===== config.mk =====
export PLATFORM = sky130hd
export DESIGN_NAME = ctrl_pipe
export DESIGN_NICKNAME = d
export VERILOG_FILES = /design/src/rtl/ctrl_pipe.sv
export SDC_FILE = /design/constraint.sdc
export NUM_CORES = 1
export LEC_CHECK = 0
export ABC_AREA = 1
export CAP_MARGIN = 20
export CORE_ASPECT_RATIO = 0.5
export CORE_UTILIZATION = 48
export CTS_CLUSTER_DIAMETER = 60
export DETAILED_ROUTE_END_ITERATION = 12
export GPL_TIMING_DRIVEN = 0
export HOLD_SLACK_MARGIN = 0.06
export PLACE_DENSITY = 0.9
export SKIP_LAST_GASP = 1
export SLEW_MARGIN = 20
export SYNTH_ARGS = -nofsm -noshare
export SYNTH_HDL_FRONTEND = slang
export SYNTH_SLANG_ARGS = --single-unit
export TNS_END_PERCENT = 50

===== constraint.sdc =====
create_clock -name clk -period 3.8 [get_ports clk]
set_input_delay 0.76 -clock clk [delete_from_list [all_inputs] [get_ports clk]]
set_output_delay 0.76 -clock clk [all_outputs]
set_load 0.01 [all_outputs]

===== src/rtl/ctrl_pipe.sv =====
// ctrl_pipe: control pipeline (ID/EX, EX/MEM, MEM/WB) and hazard unit.
// Define CTRL_PIPE_FWD_EN for forwarding; otherwise RAW hazards stall.
module ctrl_pipe #(
  parameter int REG_W = 5,
  parameter int ALU_W = 5
) (
  input  logic             clk,
  input  logic             reset,
  input  logic             id_valid,
  input  logic             id_stop,
  input  logic             id_reg_write_en,
  input  logic             id_mem2reg_sel,
  input  logic             id_mem_write_en,
  input  logic             id_beq,
  input  logic             id_bne,
  input  logic             id_reg_dst,
  input  logic [ALU_W-1:0] id_alu_ctrl,
  input  logic [ALU_W-1:0] id_alu_src,
  input  logic [REG_W-1:0] id_rs,
  input  logic [REG_W-1:0] id_rt,
  input  logic [REG_W-1:0] id_rd,
  input  logic             ex_zero,
  output logic [ALU_W-1:0] ex_alu_ctrl,
  output logic [ALU_W-1:0] ex_alu_src,
  output logic [REG_W-1:0] ex_rs,
  output logic [REG_W-1:0] ex_rt,
  output logic             mem_write_en,
  output logic             mem_mem2reg_sel,
  output logic             wb_reg_write_en,
  output logic             wb_mem2reg_sel,
  output logic [REG_W-1:0] wb_dest,
  output logic [1:0]       fwd_a,
  output logic [1:0]       fwd_b,
  output logic             stall,
  output logic             flush,
  output logic             branch_taken,
  output logic             halted
);

  typedef struct packed {
    logic             rw;
    logic             m2r;
    logic             mw;
    logic             beq;
    logic             bne;
    logic [ALU_W-1:0] alu;
    logic [ALU_W-1:0] src;
    logic [REG_W-1:0] rs;
    logic [REG_W-1:0] rt;
    logic [REG_W-1:0] dest;
    logic             stop;
  } id_ex_t;

  typedef struct packed {
    logic             rw;
    logic             m2r;
    logic             mw;
    logic [REG_W-1:0] dest;
    logic             stop;
  } ex_mem_t;

  typedef struct packed {
    logic             rw;
    logic             m2r;
    logic [REG_W-1:0] dest;
    logic             stop;
  } mem_wb_t;

  id_ex_t  ide, ide_nxt;
  ex_mem_t exm;
  mem_wb_t mwb;

  logic load_use;
  logic raw;
  logic stop_busy;

  // register 0 is never a dependency
  function automatic logic hit(
    input logic             w,
    input logic [REG_W-1:0] d,
    input logic [REG_W-1:0] r
  );
    return w & (d != '0) & (d == r);
  endfunction

`ifdef CTRL_PIPE_FWD_EN
  function automatic logic [1:0] fsel(
    input logic [REG_W-1:0] r
  );
    if (hit(exm.rw, exm.dest, r))
      return 2'b10;
    if (hit(mwb.rw, mwb.dest, r))
      return 2'b01;
    return 2'b00;
  endfunction

  assign fwd_a = fsel(ide.rs);
  assign fwd_b = fsel(ide.rt);
  assign raw   = 1'b0;
`else
  assign fwd_a = 2'b00;
  assign fwd_b = 2'b00;
  assign raw   = id_valid &
    (hit(ide.rw, ide.dest, id_rs) |
     hit(ide.rw, ide.dest, id_rt) |
     hit(exm.rw, exm.dest, id_rs) |
     hit(exm.rw, exm.dest, id_rt));
`endif

  assign branch_taken = (ide.beq & ex_zero) |
                        (ide.bne & ~ex_zero);
  assign flush = branch_taken;

  assign load_use = id_valid & ide.m2r &
    (hit(ide.rw, ide.dest, id_rs) |
     hit(ide.rw, ide.dest, id_rt));

  assign stop_busy = ide.stop | exm.stop |
                     mwb.stop | halted;

  assign stall = ~branch_taken &
                 (load_use | raw | stop_busy);

  assign ex_alu_ctrl     = ide.alu;
  assign ex_alu_src      = ide.src;
  assign ex_rs           = ide.rs;
  assign ex_rt           = ide.rt;
  assign mem_write_en    = exm.mw;
  assign mem_mem2reg_sel = exm.m2r;
  assign wb_reg_write_en = mwb.rw;
  assign wb_mem2reg_sel  = mwb.m2r;
  assign wb_dest         = mwb.dest;

  // next ID/EX entry: bubble, stop marker or decoded bundle
  always_comb begin
    ide_nxt = '0;
    if (id_valid & ~stall & ~flush) begin
      if (id_stop) begin
        ide_nxt.stop = 1'b1;
      end else begin
        ide_nxt.rw   = id_reg_write_en;
        ide_nxt.m2r  = id_mem2reg_sel;
        ide_nxt.mw   = id_mem_write_en;
        ide_nxt.beq  = id_beq;
        ide_nxt.bne  = id_bne;
        ide_nxt.alu  = id_alu_ctrl;
        ide_nxt.src  = id_alu_src;
        ide_nxt.rs   = id_rs;
        ide_nxt.rt   = id_rt;
        if (id_reg_write_en)
          ide_nxt.dest = id_reg_dst ? id_rd : id_rt;
      end
    end
  end

  // stage registers and sticky halt flag
  always_ff @(posedge clk) begin
    if (reset) begin
      ide    <= '0;
      exm    <= '0;
      mwb    <= '0;
      halted <= 1'b0;
    end else begin
      ide      <= ide_nxt;
      exm.rw   <= ide.rw;
      exm.m2r  <= ide.m2r;
      exm.mw   <= ide.mw;
      exm.dest <= ide.dest;
      exm.stop <= ide.stop;
      mwb.rw   <= exm.rw;
      mwb.m2r  <= exm.m2r;
      mwb.dest <= exm.dest;
      mwb.stop <= exm.stop;
      if (mwb.stop)
        halted <= 1'b1;
    end
  end

endmodule

# Word-level counts from Yosys, hierarchy flattened
# Cells that the tools add are included.
totals:
  elab_cells: 60
  inputBits: 36
  out_inout_bits: 37
  register_bits: 49
classes:
  mux: 2
  reduce_logical: 5
  n_bitwise: 28
  n_eq_ne: 4
ops:
  columns: ["cell", "n"]
  rows:
  - ["5-bit equality test", 4]
  - ["1-bit AND", 14]
  - ["5-bit nonzero test", 2]
  - ["1-bit bitwise OR", 9]
  - ["5-bit two-way mux", 1]
  - ["1-bit NOT", 5]
  - ["4-bit OR reduction", 1]
  - ["3-bit OR reduction", 1]
  - ["2-bit OR reduction", 1]
  - ["1-bit two-way mux", 1]

# Logic depth before layout (Yosys ltp)
# Gate-level depths: netlist of run 1.
depth:
  word_depth: 15
  mapped_depth: 12
  mapped_depth_nobuf: 11

# Worst setup path after synthesis of run 1
# No wires, ideal clock.
synth_timing:
  path_kind: "input to output"
  startpoint: "input port id_rt[1]"
  endpoint: "output port stall"
  slack_ns: 1.558
  path_buffers: 0
  arrival_ns: 1.482
  required_ns: 3.040
  stages: 10
  cell_sequence: "inv_1 -> nand2_1 -> nand2_1 -> nor2_1 -> nand3_1 -> nand2_1 -> nand2_1 -> nand2_1 -> a21boi_0 -> nor2_1"
synth_via:
  elab_chain_len: 9
  elab_cells_between_ends: 12
  cone_classes: "eq/ne (2); bitwise (10)"
synth_rtl:
  columns: ["element", "line_no", "rtl"]
  rows:
  - ["start, declared", "20", "input logic [REG_W-1:0] id_rt,"]
  - ["5-bit equality test", "83", "return w & (d != '0) & (d == r);"]
  - ["1-bit AND", "83", null]
  - ["1-bit bitwise OR", "104, 115", null]
  - ["1-bit bitwise OR", "105", "hit(ide.rw, ide.dest, id_rt) |"]
  - ["1-bit bitwise OR", "106", "hit(exm.rw, exm.dest, id_rs) |"]
  - ["1-bit AND", "103", "assign raw = id_valid &"]
  - ["1-bit bitwise OR * (2 in a row)", "122", "(load_use | raw | stop_busy);"]
  - ["1-bit AND *", "121", "assign stall = ~branch_taken &"]
  - ["end, declared", "34", "output logic stall,"]
# Every way passes the cells marked *; elsewhere a longest branch is shown, timed or not.

# Worst setup path in the final report of run 1
layout_timing:
  startpoint: "input port id_rt[0]"
  endpoint: "output port stall"
# The elaborated chain is that of the path after synthesis.

==> summary.md, run 1 <==
| Metric | Value |
|---|---|
| Routability-driven placement congestion ratio | `0.8468` |
| Crit Path Max Fanout | `4` |
| Fraction of layout cells with a size suffix above 1 | `0.1383` |
| Net switching power | `223.9 uW` |
| CTS max path bufs | `2` |
| R2R depth | `12` |
| Final setup violation count | `0` |
| Initial core utilization | `0.5116` |
| CTS tree | `built` |
| Met1 Wirelength | `1.751 mm` |
| Clock Latency Late Sink | `0.30 ns` |
| Clock network power share | `0.334` |
| R2R setup slack | `2.24 ns` |
| Die ar. | `4527 sq um` |
| Area Growth Syn to Fin | `41.25%` |
| Top layer in use | `met4` |
| Clock slew at reported path FFs | `0.08 ns` |
| First DRT Iteration DRCs | `59` |
| Num rows | `16` |
| Kind of critical path | `primary input to output pin` |
| Core ar. | `3984 sq um` |
| Initial antenna violation count | `0` |
| Via density | `4.347` |
| Clock sinks | `49` |
| Vias in the first global route | `1509` |
| Hpwl dp | `3.172 mm` |
| GR Overflow Total | `0` |
| Min-delay src | `ide[28]` |
| Cell Area, Synth | `2038 sq um` |
| Post-cts sizing count | `0` |
| Final Hold Vio Count | `0` |
| Hold endpoint | `mem_write_en` |
| Die width | `94.16 um` |
| Largest net degree at the start of global routing | `15` |
| Routed wl met2 | `2.066 mm` |
| Synthesized flop and latch total | `49` |
| Post-CTS Setup Bufs | `0` |
| Clock root buffer master | `clkbuf_8` |
| Routed len/inst | `10.10 um` |
| DRC | `0` |
| Mean post-synth cell area | `7.549 sq um` |
| Total wire length | `4.050 mm` |
| Clock Skew | `0.003396 ns` |
| RSZ-0062 raised after global routing | `false` |
| Switching fraction of total power | `0.2273` |
| Total CTS buffers | `5` |
| Commonest non-fill, non-tap cell in the layout | `clkdlybuf4s50_1` |
| Critical R2R Launch | `exm[2]` |
| Largest area contributor in the synthesized netlist | `dfxtp_1` |
| Hold path depth | `2` |
| Max Clk Rate | `289.9 MHz` |
| Setup crit end kind | `output pin` |
| Routed wl met3 | `189 um` |
| ANT nets after route | `0` |
| Pint | `761.1 uW` |
| CTS Hold Bufs | `0` |
| Fin area | `2879 sq um` |
| Gr usage total | `0.1869` |
| H-tree Lvls | `2` |
| Combinational share of power | `0.130` |
| R2R Path End | `ide[2]` |
| Most frequent cells in the layout | `clkdlybuf4s50_1 (66), nor2_1 (59), nand2_1 (52)` |
| Layout Nets | `382` |
| Reg power frac | `0.536` |
| First-pass GRT wire length | `6.285 mm` |
| WHS | `0.4031 ns` |
| Setup TNS | `0 ns` |
| Synth warn | `0` |
| Area after DPL | `2778 sq um` |
| Period utilisation layout | `0.9079` |
| Syn Inst Count | `270` |
| Required time worst endpoint | `3.04 ns` |
| Critical path arrival | `2.69 ns` |
| Startpoint types | `primary input` |
| Period minus WS final | `3.450 ns` |
| Max VDD drop | `0.2918 mV` |
| Outcome | `completed` |
| N_diodes | `0` |
| Sequential fraction of the synthesis area | `0.4813` |
| CP most frequent cell | `nand2_1` |
| CP Cell Sequence | `clkdlybuf4s50_1 > inv_1 > nand2_1 > nand2_1 > nor2_1 > nand3_1 > nand2_1 > nand2_1 > nand2_1 > a21boi_0 > nor2_1 > clkdlybuf4s50_1` |
| Lkg Pwr | `1.390 nW` |
| Port Buffers | `66` |
| TritonRoute pass-1 iters | `4` |
| PnR Total Power | `985.0 uW` |
| Slowest stage delay, CP | `0.55 ns` |
| Yosys cell types | `19` |
| Hold crit path type | `flip-flop to flip-flop` |
| Synth area leaders | `dfxtp_1 (48%), buf_4 (12%), nor2_1 (11%)` |
| Vert. Die Dim | `48.08 um` |
| DR vias | `1743` |
| IO Count | `73` |
| Pwr dens | `342.1 nW/um^2` |
| Final Max Slew Viols | `0` |
| Maxcap violations | `0` |
| Critical-path top delay cell | `clkdlybuf4s50_1` |
| Synth top area share | `0.4813` |
cell type report:
type	instances	area, sq um
fillers	293	1105
flip-flops and latches	49	980.9
repair buffers	66	660.6
multi-input cells	143	640.6
plain buffers	36	259.0
inverters	45	168.9
clock buffers	7	96.34
well taps	54	67.56
clock inverters	1	5.005
per-layer routing:
layer  GRT usage  vias to the layer above
met5           0                        -
met3     0.06190                        5
met2      0.3464                       42
li1            -                      906
met4     0.05846                        0
met1      0.2139                      790
sequential cells by signal (all words and copies together) (netlist names):
signal / count
ex_alu_ctrl: 5
ex_alu_src: 5
ex_rs: 5
ex_rt: 5
exm: 7
halted: 1
ide: 11
mem_mem2reg_sel: 1
mem_write_en: 1
mwb: 1
wb_dest: 5
wb_mem2reg_sel: 1
wb_reg_write_en: 1
cells by family after synthesis:
family	share of synthesized area
AND/OR/NAND/NOR	0.2572
buffers and inverters	0.2099
flip-flops	0.4813
AO/OA/AOI/OAI	0.02087
XOR/XNOR	0.02148
multiplexers	0.007364
other	0.001840
metrics by stage:
| stage | util | setup WS, ns | cells |
|---|---|---|---|
| floorplan | - | 1.558 | 273 |
| detailed placement | 0.6972 | 0.3455 | 393 |
| CTS | 0.7227 | 0.3378 | 401 |
| global route | 0.7227 | 0.1662 | 401 |
| finish | 0.7227 | 0.3500 | 401 |
| global placement | 0.6972 | 0.3965 | 393 |
synthesized netlist by cell type (all sizes together):
| cell | count |
|---|---|
| mux2 | 1 |
| xnor2 | 4 |
| nand2 | 52 |
| o21ai | 2 |
| inv | 45 |
| dfxtp | 49 |
| nor4 | 1 |
| a21boi | 1 |
| conb | 1 |
| buf | 34 |
| nand4 | 3 |
| nor3b | 1 |
| clkbuf | 2 |
| nand3 | 4 |
| a21oi | 5 |
| nor3 | 5 |
| xor2 | 1 |
| nor2 | 59 |
worst max-delay path by stage:
stage	startpoint	to	slack, ns	depth (start not counted)
after floorplan	id_rt[1]	stall	1.56	10
after global placement	id_rt[1]	stall	0.40	12
after detailed placement	id_rt[0]	stall	0.35	12
after CTS	id_rt[2]	stall	0.34	12
after global routing	id_rt[4]	stall	0.17	12
final	id_rt[0]	stall	0.35	12
power by group through the flow:
| stage | registers [mW] | clock network, mW | logic (mW) |
|---|---|---|---|
| global placement | 0.540 | 0 | 0.125 |
| floorplan | 0.540 | 0 | 0.0628 |
| detailed placement | 0.540 | 0 | 0.127 |
| global route | 0.530 | 0.357 | 0.141 |
| CTS | 0.528 | 0.333 | 0.128 |
| finish | 0.528 | 0.329 | 0.128 |
critical path, delay by kind of cell:
kind / cells / cell delay [ns]
buf+inv: 3 / 1.17
simple gates: 8 / 0.63
compound gates: 1 / 0.14
No activity file was read; power rests on OpenSTA's default activity.
==> run 2: changes to the inputs <==
SLEW_MARGIN = default   (was 20)
==> results of run 2 <==
No change in the layout: final DEF, timing and power equal those of run 1.
==> run 3: changes to the inputs <==
CELL_PAD_IN_SITES_DETAIL_PLACEMENT = 1   (was default)
CELL_PAD_IN_SITES_GLOBAL_PLACEMENT = 2   (was default)
CORE_UTILIZATION = 26   (was 48)
==> run 3 against run 2 <==
  * Critical path depth stayed put
  * Register-to-register slack lost 0.05 ns
  * Sequential power about the same
  * Count of clock-buffer cells in the layout down 2
  * Routed wire length grew 24%
  * Critical path type unchanged
  * Largest power group unchanged
==> summary.md, run 3 (same netlist as run 1, synthesis figures left out) <==
| Metric | Value |
|---|---|
| Outcome | `completed` |
| Setup TNS | `0 ns (unchanged)` |
| First-pass GRT wire length | `7.859 mm (+25%)` |
| Via density | `3.921 (-9.8%)` |
| Hold crit path type | `flip-flop to flip-flop` |
| Pwr dens | `382.6 nW/um^2 (+12%)` |
| Startpoint types | `primary input` |
| Most frequent cells in the layout | `clkdlybuf4s50_1 (66), nor2_1 (59), nand2_1 (52)` |
| Clock slew at reported path FFs | `0.06 ns (-0.02 ns)` |
| Period utilisation layout | `0.9198 (+0.01185)` |
| Final Hold Vio Count | `0 (unchanged)` |
| H-tree Lvls | `2 (unchanged)` |
| Met1 Resource Use GR | `0.1327 (-0.08121)` |
| Clock Latency Late Sink | `0.29 ns (about the same)` |
| Routability-driven placement congestion ratio | `0.7435 (-12%)` |
| Setup WS post-layout | `0.3049 ns (-0.04503 ns)` |
| Initial core utilization | `0.2732 (-0.2384)` |
| Layout Nets | `382 (unchanged)` |
| Setup WS pre-CTS | `0.2790 ns (-0.06648 ns)` |
| Num rows | `22 (+6)` |
| RSZ-0062 raised after global routing | `false` |
| Routed len/inst | `11.10 um (+9.9%)` |
| Reg power frac | `0.460 (-0.076)` |
| R2R setup slack | `2.19 ns (-0.05 ns)` |
| Die width | `127.2 um (+35%)` |
| Area Growth Syn to Fin | `47.45%` |
| Crit Path Max Fanout | `4 (unchanged)` |
| Clock root buffer master | `clkbuf_16` |
| CTS max path bufs | `2 (unchanged)` |
| DRC | `0 (unchanged)` |
| Biggest regs | `ide (11), exm (7)` |
| Met3 usage | `0.04542 (-0.01649)` |
| Period minus WS final | `3.495 ns (+0.04503 ns)` |
| Post-CTS Setup Bufs | `0 (unchanged)` |
| GR Overflow Total | `0 (unchanged)` |
| Vias in the first global route | `1783 (+18%)` |
| ANT nets after route | `0 (unchanged)` |
| Clock sinks | `49 (unchanged)` |
| Final setup violation count | `0 (unchanged)` |
| Critical path arrival | `2.74 ns (+0.05 ns)` |
| Maxcap violations | `0 (unchanged)` |
| IO Count | `73 (unchanged)` |
| Final Max Slew Viols | `0 (unchanged)` |
| Most flop-heavy register | `ide` |
| Hold path depth | `2 (unchanged)` |
| Gr usage total | `0.1275 (-0.05934)` |
| DR vias | `1780 (+2.1%)` |
| TritonRoute pass-1 iters | `4 (unchanged)` |
| Total CTS buffers | `5 (unchanged)` |
| Fraction of layout cells with a size suffix above 1 | `0.1358 (-0.002490)` |
| Commonest non-fill, non-tap cell in the layout | `clkdlybuf4s50_1` |
| Number of flip-flops in the largest register | `11 (unchanged)` |
| GR Layer Usage met2 | `0.2335 (-0.1129)` |
| R2R depth | `12 (unchanged)` |
| Switching fraction of total power | `0.2149 (-0.01242)` |
| Max VDD drop | `0.1517 mV (-48%)` |
| Post-cts sizing count | `0 (unchanged)` |
| Core ar. | `7460 sq um (+87%)` |
| Port Buffers | `66 (unchanged)` |
| Slew headroom | `0.6103` |
| Required time worst endpoint | `3.04 ns (about the same)` |
| CTS tree | `built` |
| Fill cells | `925 (+220%)` |
| Clock Skew | `0.004306 ns (+0.0009100 ns)` |
| Pint | `902.7 uW (+19%)` |
| Hpwl dp | `4.059 mm (+28%)` |
| Initial antenna violation count | `0 (unchanged)` |
| Max Clk Rate | `286.1 MHz (-1.3%)` |
| Setup crit end kind | `output pin` |
| Die ar. | `8219 sq um (+82%)` |
| First DRT Iteration DRCs | `55 (-6.8%)` |
| Net switching power | `247.1 uW (+10%)` |
| Vert. Die Dim | `64.61 um (+34%)` |
| Worst-Margin Slew | `0.5846 ns` |
| N_diodes | `0 (unchanged)` |
| Largest net degree at the start of global routing | `15 (unchanged)` |
| Lkg Pwr | `1.416 nW (+1.8%)` |
| Combinational share of power | `0.114 (-0.016)` |
| Most used routing layer | `met2` |
| CTS Hold Bufs | `0 (unchanged)` |
| Clock network power share | `0.426 (+0.092)` |
| Kind of critical path | `primary input to output pin` |
| Total wire length | `5.039 mm (+24%)` |
[run 3: cell count changes in the layout (fill, tap and decap cells not counted), sizes merged]
| cell | previous run | this run |
|---|---|---|
| clkbuf | 9 | 7 |
| bufinv | 0 | 1 |
[run 3: layout make-up]
type                       count  area, sq um  share of cell area
multi-input combinational    143        640.6              0.2132
clock buffer                   5        125.1             0.04163
clock inverter                 2        35.03             0.01166
tap                          108        135.1             0.04496
inverter                      45        168.9             0.05620
buffer                        36        259.0             0.08618
sequential                    49        980.9              0.3264
timing repair buffer          66        660.6              0.2198
[run 3: worst paths after layout]
check | start | end
hold reg to reg | ide[29] | mem_mem2reg_sel
hold / removal | ide[29] | mem_mem2reg_sel
setup reg to reg | ide[5] | ex_alu_src[1]
setup / recovery | id_rt[1] | stall
[run 3: metrics by stage]
stage                     hold slack, ns  total power, mW  instance area (sq um)  utilization  instances
after floorplan                   0.3883           0.6023                   2049            -        273
after global placement            0.3921           0.6677                   2845       0.3814        447
after detailed placement          0.3959           0.6731                   2845       0.3814        447
after CTS                         0.4045            1.166                   3005       0.4029        454
after global routing              0.4289            1.201                   3005       0.4029        454
final                             0.4015            1.150                   3005       0.4029        454
[run 3: layer usage]
metal,wire length [um],share of wire,vias to the layer above
met5,0,0,-
met3,224,0.044,11
met2,2538,0.50,38
met4,123,0.024,0
met1,2153,0.43,826
li1,-,-,905
[run 3: critical path, stage by stage]
cell,delay (ns)
clkdlybuf4s50_1,0.53
inv_1,0.11
nand2_1,0.07
nand2_1,0.04
nor2_1,0.13
nand3_1,0.09
nand2_1,0.07
nand2_1,0.05
nand2_1,0.09
a21boi_0,0.12
nor2_1,0.12
clkdlybuf4s50_1,0.55
[run 3: power groups by stage]
stage	Clock [mW]	Combinational (mW)	Sequential, mW
3_5_place_dp	0	0.133	0.540
6_report	0.490	0.131	0.529
2_1_floorplan	0	0.0628	0.540
5_1_grt	0.528	0.144	0.529
4_1_cts	0.504	0.134	0.529
3_3_place_gp	0	0.128	0.540
